===== src/rtl/pipeline_ctrl_pkg.sv =====
// Shared types for the 5-stage pipeline hazard controller: forwarding selects and FSM states.
package pipeline_ctrl_pkg;

  typedef enum logic [1:0] {
    FWD_NONE = 2'd0,
    FWD_MEM  = 2'd1,
    FWD_WB   = 2'd2
  } fwd_sel_e;

  typedef enum logic [1:0] {
    RUN,
    LU_STALL,
    FLUSH
  } pipe_state_e;

  localparam int FLUSH_CNT_W = 3;
  localparam int PERF_W      = 32;

  // EX-stage producer is the younger one, so it wins over the MEM-stage producer.
  function automatic fwd_sel_e fwdSelect(input logic exHit, input logic memHit);
    if (exHit)       return FWD_MEM;
    else if (memHit) return FWD_WB;
    else             return FWD_NONE;
  endfunction

endpackage


===== src/rtl/pipeline_ctrl_scoreboard.sv =====
// Destination-register tracking for EX/MEM plus load-use and forwarding match logic.
module pipe_scoreboard
  import pipeline_ctrl_pkg::*;
#(
  parameter int NREG_W = 5
) (
  input  logic              clk,
  input  logic              rst_n,
  input  logic              i_advance,
  input  logic              i_bubble,
  input  logic              i_id_valid,
  input  logic [NREG_W-1:0] i_rs1,
  input  logic [NREG_W-1:0] i_rs2,
  input  logic              i_rs1_used,
  input  logic              i_rs2_used,
  input  logic [NREG_W-1:0] i_rd,
  input  logic              i_mem_re,
  output logic              o_lu_hz,
  output fwd_sel_e          o_fwd1_sel,
  output fwd_sel_e          o_fwd2_sel
);

  logic              r_exVld;
  logic [NREG_W-1:0] r_exRd;
  logic              r_exLd;
  logic              r_memVld;
  logic [NREG_W-1:0] r_memRd;

  logic w_rs1Ex, w_rs2Ex, w_rs1Mem, w_rs2Mem;

  // x0 is never a producer, so an instruction writing rd=0 enters EX as invalid.
  always_ff @(posedge clk or negedge rst_n) begin
    if (!rst_n) begin
      r_exVld  <= 1'b0;
      r_exRd   <= '0;
      r_exLd   <= 1'b0;
      r_memVld <= 1'b0;
      r_memRd  <= '0;
    end else if (i_advance) begin
      r_exVld  <= i_id_valid & ~i_bubble & (i_rd != '0);
      r_exRd   <= i_rd;
      r_exLd   <= i_mem_re;
      r_memVld <= r_exVld;
      r_memRd  <= r_exRd;
    end
  end

  assign w_rs1Ex  = i_rs1_used & (i_rs1 != '0) & r_exVld  & (i_rs1 == r_exRd);
  assign w_rs2Ex  = i_rs2_used & (i_rs2 != '0) & r_exVld  & (i_rs2 == r_exRd);
  assign w_rs1Mem = i_rs1_used & (i_rs1 != '0) & r_memVld & (i_rs1 == r_memRd);
  assign w_rs2Mem = i_rs2_used & (i_rs2 != '0) & r_memVld & (i_rs2 == r_memRd);

  assign o_lu_hz    = i_id_valid & r_exLd & (w_rs1Ex | w_rs2Ex);
  assign o_fwd1_sel = fwdSelect(w_rs1Ex, w_rs1Mem);
  assign o_fwd2_sel = fwdSelect(w_rs2Ex, w_rs2Mem);

endmodule


===== src/rtl/pipeline_ctrl.sv =====
// Hazard/sequencing controller: stall, bubble, flush and registered EX forwarding selects.
// Optional perf counters are built only when PIPE_PERF_EN is defined.
module pipeline_ctrl
  import pipeline_ctrl_pkg::*;
#(
  parameter int FLUSH_CYCLES = 2,
  parameter int NREG_W       = 5
) (
  input  logic              clk,
  input  logic              rst_n,
  input  logic              id_valid_i,
  input  logic [NREG_W-1:0] id_rs1_i,
  input  logic [NREG_W-1:0] id_rs2_i,
  input  logic              id_rs1_used_i,
  input  logic              id_rs2_used_i,
  input  logic [NREG_W-1:0] id_rd_i,
  input  logic              id_mem_re_i,
  input  logic              ex_redirect_i,
  input  logic              mem_busy_i,
  output logic              stall_if_o,
  output logic              stall_id_o,
  output logic              bubble_ex_o,
  output logic              flush_o,
  output fwd_sel_e          fwd_rs1_o,
  output fwd_sel_e          fwd_rs2_o,
  output logic [31:0]       perf_stall_cnt_o,
  output logic [31:0]       perf_flush_cnt_o
);

  pipe_state_e            r_state;
  logic [FLUSH_CNT_W-1:0] r_flushCnt;
  fwd_sel_e               r_fwd1;
  fwd_sel_e               r_fwd2;

  pipe_state_e            w_nextState;
  logic [FLUSH_CNT_W-1:0] w_nextCnt;
  logic                   w_stall, w_bubble, w_flush, w_luHz;
  fwd_sel_e               w_fwd1Sel, w_fwd2Sel;

  pipe_scoreboard #(.NREG_W(NREG_W)) u_scoreboard (
    .clk        (clk),
    .rst_n      (rst_n),
    .i_advance  (~mem_busy_i),
    .i_bubble   (w_bubble),
    .i_id_valid (id_valid_i),
    .i_rs1      (id_rs1_i),
    .i_rs2      (id_rs2_i),
    .i_rs1_used (id_rs1_used_i),
    .i_rs2_used (id_rs2_used_i),
    .i_rd       (id_rd_i),
    .i_mem_re   (id_mem_re_i),
    .o_lu_hz    (w_luHz),
    .o_fwd1_sel (w_fwd1Sel),
    .o_fwd2_sel (w_fwd2Sel)
  );

  // A memory freeze overrides everything; a redirect in FLUSH is ignored because EX holds a bubble.
  always_comb begin
    w_stall     = 1'b0;
    w_bubble    = 1'b0;
    w_flush     = 1'b0;
    w_nextState = r_state;
    w_nextCnt   = r_flushCnt;
    if (mem_busy_i) begin
      w_stall = 1'b1;
    end else begin
      case (r_state)
        RUN: begin
          if (ex_redirect_i) begin
            w_flush     = 1'b1;
            w_bubble    = 1'b1;
            w_nextCnt   = FLUSH_CNT_W'(FLUSH_CYCLES - 1);
            w_nextState = (FLUSH_CYCLES > 1) ? FLUSH : RUN;
          end else if (w_luHz) begin
            w_stall     = 1'b1;
            w_bubble    = 1'b1;
            w_nextState = LU_STALL;
          end
        end
        LU_STALL: w_nextState = RUN;
        FLUSH: begin
          w_flush   = 1'b1;
          w_bubble  = 1'b1;
          w_nextCnt = r_flushCnt - 1'b1;
          if (r_flushCnt == FLUSH_CNT_W'(1)) w_nextState = RUN;
        end
        default: w_nextState = RUN;
      endcase
    end
  end

  always_ff @(posedge clk or negedge rst_n) begin
    if (!rst_n) begin
      r_state    <= RUN;
      r_flushCnt <= '0;
      r_fwd1     <= FWD_NONE;
      r_fwd2     <= FWD_NONE;
    end else if (!mem_busy_i) begin
      r_state    <= w_nextState;
      r_flushCnt <= w_nextCnt;
      if (w_bubble || !id_valid_i) begin
        r_fwd1 <= FWD_NONE;
        r_fwd2 <= FWD_NONE;
      end else begin
        r_fwd1 <= w_fwd1Sel;
        r_fwd2 <= w_fwd2Sel;
      end
    end
  end

  assign stall_if_o  = w_stall;
  assign stall_id_o  = w_stall;
  assign bubble_ex_o = w_bubble;
  assign flush_o     = w_flush;
  assign fwd_rs1_o   = r_fwd1;
  assign fwd_rs2_o   = r_fwd2;

`ifdef PIPE_PERF_EN
  logic [PERF_W-1:0] r_perfStall;
  logic [PERF_W-1:0] r_perfFlush;

  always_ff @(posedge clk or negedge rst_n) begin
    if (!rst_n) begin
      r_perfStall <= '0;
      r_perfFlush <= '0;
    end else begin
      if (w_stall && (r_perfStall != '1)) r_perfStall <= r_perfStall + 1'b1;
      if (w_flush && (r_perfFlush != '1)) r_perfFlush <= r_perfFlush + 1'b1;
    end
  end

  assign perf_stall_cnt_o = r_perfStall;
  assign perf_flush_cnt_o = r_perfFlush;
`else
  assign perf_stall_cnt_o = '0;
  assign perf_flush_cnt_o = '0;
`endif

endmodule


===== config.mk =====
export PLATFORM = sky130hd
export DESIGN_NAME = pipeline_ctrl
export DESIGN_NICKNAME = d
export VERILOG_FILES = /design/src/rtl/pipeline_ctrl_pkg.sv /design/src/rtl/pipeline_ctrl_scoreboard.sv /design/src/rtl/pipeline_ctrl.sv
export SDC_FILE = /design/constraint.sdc
export NUM_CORES = 1
export LEC_CHECK = 0
export BUFFER_PORTS_ARGS = -buffer_cell sky130_fd_sc_hd__buf_2
export CAP_MARGIN = 20
export CORE_AREA = 2 2 65 67
export CTS_CLUSTER_SIZE = 14
export DETAILED_ROUTE_END_ITERATION = 7
export DIE_AREA = 0 0 67 69
export GPL_ROUTABILITY_DRIVEN = 1
export PLACE_DENSITY_LB_ADDON = 0.3
export SLEW_MARGIN = 20
export SYNTH_ARGS = -nofsm -noshare
export SYNTH_HDL_FRONTEND = slang
export SYNTH_SLANG_ARGS = --single-unit

===== constraint.sdc =====
create_clock -name clk -period 1.9 [get_ports clk]
set_input_delay 0.095 -clock clk [delete_from_list [all_inputs] [get_ports clk]]
set_output_delay 0.095 -clock clk [all_outputs]
set_load 0.05 [all_outputs]

## Word level (Yosys, flattened, before mapping)

Index checks and enable logic that the tools add are counted.

- $add $sub $neg: 1
- $mul: 0
- Div/mod/pow operators: 0
- Order comparisons: 0
- Equal/unequal tests: 9
- Shift-type cells: 0
- Multiplexer cells: 22
- Bitwise operators: 17
- Reduce and logical (&&, ||, !) cells: 9

Operator list:

| operator | count |
|---|---|
| == test 5 bit | 4 |
| 2-to-1 mux 2 bit | 9 |
| nonzero test 5 bit | 3 |
| bitwise AND 1 bit | 14 |
| 2-to-1 mux 1 bit | 8 |
| one-hot mux 3 bit (2 select lines) | 1 |
| AND reduction 3 bit | 2 |
| inequality test 2 bit (second input constant) | 2 |
| one-hot mux 1 bit (2 select lines) | 2 |
| one-hot mux 2 bit (2 select lines) | 1 |
| == test 3 x 1 -> 1 bit (second input constant) | 1 |
| 2-to-1 mux 3 bit | 1 |
| inequality test 3 x 2 -> 1 bit (second input constant) | 1 |
| subtractor 3 x 1 -> 3 bit (second input constant) | 1 |
| == test 2 bit (second input constant) | 1 |
| logical NOT 2 bit | 1 |
| inverter 1 bit | 2 |
| nonzero test 2 bit | 1 |
| logical NOT 1 bit | 1 |
| logical OR 1 bit | 1 |
| bitwise OR 1 bit | 1 |

- Register bits: 22
- Bits in latches: 0
- RAM bits: 0
- Memory bits (read-only): 0
- Input bits: 23
- Output and inout port bits: 72
- Word-level logic and storage cells: 67
- Memories kept: 0

## Logic depth before layout (Yosys ltp)

Gate-level depths: netlist (run 1).

- Word-level depth: 13
- Depth in mapped cells: 6
- Depth with buffers taken out: 5

## Cells and area by module

From an unflattened synthesis (run 1), not the netlist that was laid out.

- Cells, all modules: 175
- Area total of the unflattened synthesis: 1741.7 µm²

Modules (own cells, without submodules):

| module | instances | cells each | area each (µm²) |
|---|---|---|---|
| pipeline_ctrl | 1 | 107 | 942.2 |
| pipe_scoreboard | 1 | 68 | 799.5 |

## Worst setup path before layout (run 1)

OpenSTA, ideal clock, no wires.

- Path type: reg2out
- Start: register u_scoreboard.r_exRd[4]
- End: output port stall_if_o
- Arrival: 1.987 ns
- Required time: 1.805 ns
- Setup slack: -0.182 ns
- Stages on the path, launching flop included: 7
- Path through: dfrtp_1 > xor2_1 > nor4_1 > nand4_1 > and2_4 > o21bai_2 > buf_4

- Cells in the longest elaborated chain, start to end: 8
- Elaborated cells between the ends (all ways): 10
- Classes of those cells: 2 x eq/ne; 4 x mux; 4 x bitwise

RTL lines:

| element | line | text |
|---|---|---|
| start: declaration | pipeline_ctrl_scoreboard.sv:24 | `logic [NREG_W-1:0] r_exRd;` |
| start signal: assignment | pipeline_ctrl_scoreboard.sv:41 | `r_exRd <= i_rd;` |
| == test 5 bit, on equally long branches | pipeline_ctrl_scoreboard.sv:48, pipeline_ctrl_scoreboard.sv:49 |  |
| bitwise AND 1 bit, on equally long branches | pipeline_ctrl_scoreboard.sv:48, pipeline_ctrl_scoreboard.sv:49 |  |
| bitwise OR 1 bit * | pipeline_ctrl_scoreboard.sv:53 | `assign o_lu_hz = i_id_valid & r_exLd & (w_rs1Ex \| w_rs2Ex);` |
| bitwise AND 1 bit * | pipeline_ctrl_scoreboard.sv:53 |  |
| 2-to-1 mux 1 bit * | pipeline_ctrl.sv:74 | `end else if (w_luHz) begin` |
| 2-to-1 mux 1 bit * | pipeline_ctrl.sv:69 | `if (ex_redirect_i) begin` |
| 2-to-1 mux 1 bit * | pipeline_ctrl.sv:67 | `case (r_state)` |
| 2-to-1 mux 1 bit * | pipeline_ctrl.sv:64 | `if (mem_busy_i) begin` |
| end: declaration | pipeline_ctrl.sv:20 | `output logic stall_if_o,` |

Mark *: on every way between the ends. The rest lies on a longest branch, timed or not.

## Final worst setup path (run 1)

- Start: register u_scoreboard.r_exRd[2]
- End: output port stall_if_o

Same word-level chain as after synthesis.

==> out/metrics.yaml, run 1 <==
cells_and_area:
  fin_nets: 248
  stdcell_count: 272
  final_cell_area_um2: 1830
  drive_gt1_share_pct: 27.9
  area_delta_synth_final_pct: 6.64
  diodes: 0
setup_path:
  arrival_ps: 1870
  critPathMaxFanout: 4
  rr_endpoint: "fwd_rs1_o[1]"
  required_ps: 1800
  r2r_slack_ps: 280
  rr_startpoint: "u_scoreboard.r_exRd[0]"
  cp-end-kind: "primary output"
  reg2regPathDepth: 6
  path_class: "reg2out"
  crit_path_start_kind: "register"
hold_path:
  hp-class: "in2reg"
  hold_path_depth: 2
  worstHoldStart: "id_mem_re_i"
  hold_path_end: "u_scoreboard.r_exLd"
placed_design:
  dp.cells: 261
  place_congestion: 0.885
  place_ws_ps: 68.9
  port_buffers: 30
  hpwl_um: 2420
  place_area_um2: 1690
synthesis:
  synth_mux_area_share_pct: 7.88
  synth_compound_area_share_pct: 6.64
  syn-cell-area_um2: 1720
  ys_ff_latch: 22
  yosysUniqueCellTypes: 30
  syn_inst: 183
  synthAdderAreaFrac_pct: 1.46
  yosys.area_share.xor_xnor_pct: 10.2
  synth_top_family_by_area: "buffers and inverters"
  yosysWarnings: 0
  ys_seq_area_share_pct: 32.1
  syn_area_per_cell_um2: 9.37
  synth-edff-count: 0
  ys.flop_type: "dfrtp_1"
  ys_async_sr_fraction_pct: 100
  synthSimpleGateAreaFrac_pct: 11.7
timing:
  period_needed_ps: 1970
  rsz0062_at_grt: "yes"
  worst_slack_ps: -67.1
  worstMarginPinSlew_ps: 533
  slew_viol_final: 0
  setup_viol: 3
  hold_slack_ps: 64.3
  fin_crit_sh_pct: 104
  max_clock_freq_ghz: 0.508
  hold_violations: 0
  clock-skew-final_ps: 4.65
  slew_headroom_pct: 64.1
pwr:
  combPwrFrac_pct: 40.7
  p_leak_nw: 0.904
  power.total_mw: 1.60
  internal_power_uw: 909
  p_sw_share_pct: 43.2
  peakVddDrop_uv: 478
  seqPwrFrac_pct: 38.6
  p_clk_share_pct: 20.7
  p_switching_uw: 690
  p_per_area_nw_per_um2: 874
clock_tree:
  ctsLongestPathBuffers: 2
  cts.sinks: 22
  clock_latency_ps: 260
  cts_tree: "done"
  clk_pin_slew_worst_paths_ps: 80
  cts_buffers: 3
  root_buffer: "clkbuf_8"
  cts_max_level: 1
global_routing:
  grtUsageMet3_pct: 2.28
  globalRouteOverflowTotal: 0
  grtUsageMet2_pct: 21.0
  grt_util_met1_pct: 17.9
  grt_pass1_wl_um: 4770
  top_usage_layer: "met2"
  first_global_vias: 1029
  grt_max_degree: 23
  antenna_found_initial: 0
  grt_util_all_layers_pct: 13.2
drt:
  post_drt_wl_per_cell_um: 11.0
  drc: 0
  firstDrtPassIters: 4
  drtAntennaViolNets: 0
  first_iter_violations: 15
  routed_wl_um: 3000
  vias_per_cell: 4.32
  vias: 1174
floorplanning:
  ioPinCount: 95
  die_y_um: 69
  die_w_um: 67
  die_area_um2: 4620
  coreArea_um2: 3910
  start_util_pct: 43.8
  rows: 23
run_status:
  status: "finished with violations"
  violations: "negative setup slack"
flow_run:
  timing.max_cap.violations: 0
## worst max-delay path by stage
stage | from | to | slack (ps) | depth (start not counted)
final | u_scoreboard.r_exRd[2] | stall_if_o | -70 | 6
after global routing | u_scoreboard.r_exRd[2] | stall_id_o | -200 | 6
after CTS | u_scoreboard.r_exRd[0] | stall_if_o | -80 | 6
after detailed placement | u_scoreboard.r_exRd[4] | bubble_ex_o | 70 | 6
after global placement | u_scoreboard.r_exRd[4] | bubble_ex_o | 80 | 6
after floorplan | u_scoreboard.r_exRd[4] | stall_if_o | 2 | 6
## metrics by stage
step                      utilization, %  TNS [ps]
after CTS                           45.7      -216
after global routing                46.7      -567
after floorplan                        -         0
after detailed placement            43.2         0
final                               46.7      -174
after global placement              43.2         0
## power groups by stage
| stage | Clock (mW) | Combinational [mW] | Sequential [mW] |
|---|---|---|---|
| final | 0.331 | 0.650 | 0.617 |
| after global routing | 0.369 | 0.706 | 0.626 |
| after CTS | 0.345 | 0.643 | 0.615 |
| after detailed placement | 0 | 0.629 | 0.625 |
| after global placement | 0 | 0.624 | 0.624 |
| after floorplan | 0 | 0.635 | 0.609 |
## cell families after synthesis
| family | Yosys count |
|---|---|
| buf+inv | 71 |
| simple gates | 39 |
| flops | 22 |
| xor+xnor | 20 |
| compound gates | 16 |
| mux | 12 |
| fa+ha+maj | 2 |
| other cells | 1 |
## state kept, by name, summed over array words and instances (netlist names)
name	flops
fwd_rs2_o	2
u_scoreboard.r_exVld	1
u_scoreboard.r_exRd	5
u_scoreboard.r_memRd	5
u_scoreboard.r_exLd	1
r_state	2
fwd_rs1_o	2
u_scoreboard.r_memVld	1
r_flushCnt	3
## synth_stat cells (2+ instances only)
master	instances	area, µm²
nor4_1	2	12.5
ha_1	2	25.0
nand4_1	4	25.0
xor2_1	10	87.6
or4_1	2	15.0
buf_4	65	488
nor2_1	4	15.0
o31ai_1	5	37.5
nor3_1	5	25.0
o21ai_0	5	25.0
inv_1	4	15.0
nand3_1	3	15.0
xnor2_1	10	87.6
nand2_1	14	52.6
dfrtp_1	22	551
mux2_2	12	135
## layout by cell type, fill, tap and decap left out, types with 4 or more instances in the layout
cell,count
conb_1,64
buf_2,27
dfrtp_1,20
nand2_1,14
mux2_2,12
xnor2_1,10
xor2_1,10
buf_4,8
o21ai_0,5
nor3_1,5
o31ai_1,5
inv_1,4
nor2_1,4
nand4_1,4
clkbuf_8,4
## timing repair
item | in CTS | in global routing
hold buffers | 1 | 0
buffers inserted | 2 | 4
setup endpoints to repair | 3 | 3
pin swaps | 7 | 4
hold endpoints to repair | 22 | 0
resized for setup | 6 | 3
cloned | 0 | 0
## cell type report
type | count | area [µm²]
clock buffer | 4 | 55.1
fill | 414 | 2080
inverter | 4 | 15.0
multi-input combinational | 153 | 905
sequential | 22 | 553
tap | 50 | 62.6
timing repair buffer | 39 | 239
## layer usage
layer,vias up,wire length [µm]
li1,564,-
met1,541,1300
met2,65,1440
met3,4,218
met4,0,38
met5,-,0
## worst max-delay path: stages (launching register included)
cell and delay, ps:
dfrtp_2 430, xor2_1 160, nor4_2 250, nand4_1 230
and2_4 240, o21bai_4 130, buf_6 180
Note: power is estimated with default switching activity, not from simulation.
==> inputs of run 2 (changes only) <==
- CORE_AREA: 2 2 65 67 -> 2 2 73 61
- DIE_AREA: 0 0 67 69 -> 0 0 75 63
==> out/metrics.yaml, run 2 (synthesis results as in run 1) <==
run_status:
  status: "finished with violations"
  violations: "negative setup slack"
cells_and_area:
  fin_nets: 249  # +0.40%
  final_cell_mix: "64 x conb_1, 27 x buf_2, 22 x dfrtp_1"
  layout_commonest_cell: "conb_1"
  area_delta_synth_final_pct: 8.39
  nFillCells: 415  # +0.24%
  largestRegisters: "u_scoreboard.r_exRd (5), u_scoreboard.r_memRd (5), r_flushCnt (3)"
  drive_gt1_share_pct: 27.4  # -0.57 points
  utilization_pct: 46.2  # -0.49 points
  diodes: 0  # unchanged
global_routing:
  grt_util_all_layers_pct: 13.4  # +0.16 points
  first_global_vias: 989  # -3.9%
  grtUsageMet3_pct: 3.87  # +1.6 points
  grt_pass1_wl_um: 4810  # +0.73%
  grtUsageMet2_pct: 17.2  # -3.8 points
  globalRouteOverflowTotal: 0  # unchanged
  grt_util_met1_pct: 20.6  # +2.7 points
  antenna_found_initial: 0  # unchanged
  grt_max_degree: 23  # unchanged
  top_usage_layer: "met1"
timing:
  fin_crit_sh_pct: 104  # +0.56 points
  max_clock_freq_ghz: 0.506  # -0.53%
  hold_violations: 0  # unchanged
  period_needed_ps: 1980  # +10.6 ps
  rsz0062_at_grt: "yes"
  hold_slack_ps: 63.9  # -0.435 ps
  setup_viol: 3  # unchanged
  slew_viol_final: 0  # unchanged
  clock-skew-final_ps: 3.68  # -0.974 ps
  worst_slack_ps: -77.7  # -10.6 ps
setup_path:
  arrival_ps: 1880  # about the same
  cp_slowest_cell: "dfrtp_1"
  cpPeakStageDelay_ps: 430  # about the same
  required_ps: 1800  # about the same
  crit_path_start_kind: "register"
  rr_endpoint: "fwd_rs1_o[0]"
  path_class: "reg2out"
  path_delay_family: "simple AND/OR/NAND/NOR gates"
  cp-end-kind: "primary output"
  rr_startpoint: "u_scoreboard.r_exRd[4]"
  crit_chain: "xor2_1 > nor4_2 > nand4_1 > a21boi_2 > or2_1 > buf_6"
  critical_path_buf_inv_count: 1  # unchanged
  critPathMaxFanout: 4  # unchanged
  reg2regPathDepth: 6  # unchanged
  r2r_slack_ps: 180  # -100 ps
hold_path:
  hold_path_depth: 2  # unchanged
  worstHoldStart: "id_mem_re_i"
  hp-class: "in2reg"
  hold_path_end: "u_scoreboard.r_exLd"
clock_tree:
  ctsLongestPathBuffers: 2  # unchanged
  cts_tree: "done"
  clk_pin_slew_worst_paths_ps: 80  # about the same
  root_buffer: "clkbuf_8"
  cts_buffers: 3  # unchanged
  clock_latency_ps: 260  # about the same
  cts_max_level: 1  # unchanged
  cts.sinks: 22  # unchanged
placed_design:
  hpwl_um: 2480  # +2.3%
  place_congestion: 0.825  # -6.8%
  port_buffers: 30  # unchanged
pwr:
  p_switching_uw: 697  # +1.1%
  p_leak_nw: 0.917  # +1.4%
  internal_power_mw: 1.01  # +11%
  seqPwrFrac_pct: 36.3  # -2.3 points
  combPwrFrac_pct: 38.4  # -2.3 points
  p_clk_share_pct: 25.2  # +4.5 points
  peakVddDrop_uv: 520  # +8.8%
  p_sw_share_pct: 40.9  # -2.2 points
  p_per_area_nw_per_um2: 916  # +4.9%
drt:
  drtAntennaViolNets: 0  # unchanged
  first_iter_violations: 24  # +9
  vias_per_cell: 4.15  # -3.8%
  routed_wl_um: 3040  # +1.6%
  drc: 0  # unchanged
  vias: 1163  # -0.94%
  post_drt_wl_per_cell_um: 10.9  # -1.3%
  firstDrtPassIters: 4  # unchanged
floorplanning:
  coreArea_um2: 4020  # +2.7%
  start_util_pct: 42.7  # -1.2 points
  rows: 21  # -8.7%
  ioPinCount: 95  # unchanged
  die_area_um2: 4730  # +2.2%
  die_w_um: 75  # +12%
  die_y_um: 63  # -8.7%
flow_run:
  timing.max_cap.violations: 0  # unchanged
[run 2: how the worst max path moves through the flow]
stage          depth (start not counted)              startpoint          end
2_1_floorplan                          6  u_scoreboard.r_exRd[4]   stall_if_o
4_1_cts                                6  u_scoreboard.r_exRd[0]   stall_id_o
6_report                               6  u_scoreboard.r_exRd[4]  bubble_ex_o
3_5_place_dp                           6  u_scoreboard.r_exRd[2]   stall_id_o
5_1_grt                                6  u_scoreboard.r_exRd[4]   stall_if_o
3_3_place_gp                           6  u_scoreboard.r_exRd[4]   stall_if_o
[run 2: timing repair]
item,in CTS,in global routing
endpoints found under the setup margin,3,3
hold endpoints to repair,22,0
buffers inserted,3,2
cloned,0,0
pin swaps,7,4
resized for setup,6,1
hold buffers,1,0
[run 2: routing by layer]
| metal | part of all wire (%) | routed length, µm |
|---|---|---|
| met5 | 0 | 0 |
| met4 | 1.2 | 38 |
| met3 | 7.8 | 236 |
| met2 | 43 | 1320 |
| met1 | 48 | 1450 |
[run 2: worst register-to-register path, cell delays in order (launching register included)]
cell     delay [ps]
dfrtp_1         430
xor2_1          170
nor4_2          280
nand4_1         210
buf_4           190
buf_4           130
o31ai_1         230
[run 2: area by class of cell]
cell class | count | area, µm² | area share, %
inverters | 4 | 15.0 | 0.808
repair buffers | 40 | 246 | 13.3
clock buffers | 3 | 41.3 | 2.22
multi-input cells | 153 | 905 | 48.7
clock inverters | 1 | 30.0 | 1.62
well taps | 57 | 71.3 | 3.84
flip-flops and latches | 22 | 551 | 29.6
[run 2: power by group through the flow]
stage,clock (mW),sequential (mW),combinational [mW]
2_1_floorplan,0,0.609,0.635
3_3_place_gp,0,0.622,0.633
3_5_place_dp,0,0.627,0.635
4_1_cts,0.437,0.617,0.652
5_1_grt,0.463,0.630,0.711
6_report,0.430,0.619,0.655
[run 2: stage by stage]
step / power [mW] / worst slack [ps] / TNS (ps) / cells / instance area [µm²]
after CTS: 1.71 / -73.5 / -208 / 278 / 1840
final: 1.70 / -77.7 / -229 / 280 / 1860
after floorplan: 1.24 / 2.02 / 0 / 246 / 1960
after global placement: 1.25 / 122 / 0 / 270 / 1720
after detailed placement: 1.26 / 87.2 / 0 / 270 / 1720
after global routing: 1.80 / -161 / -475 / 280 / 1860
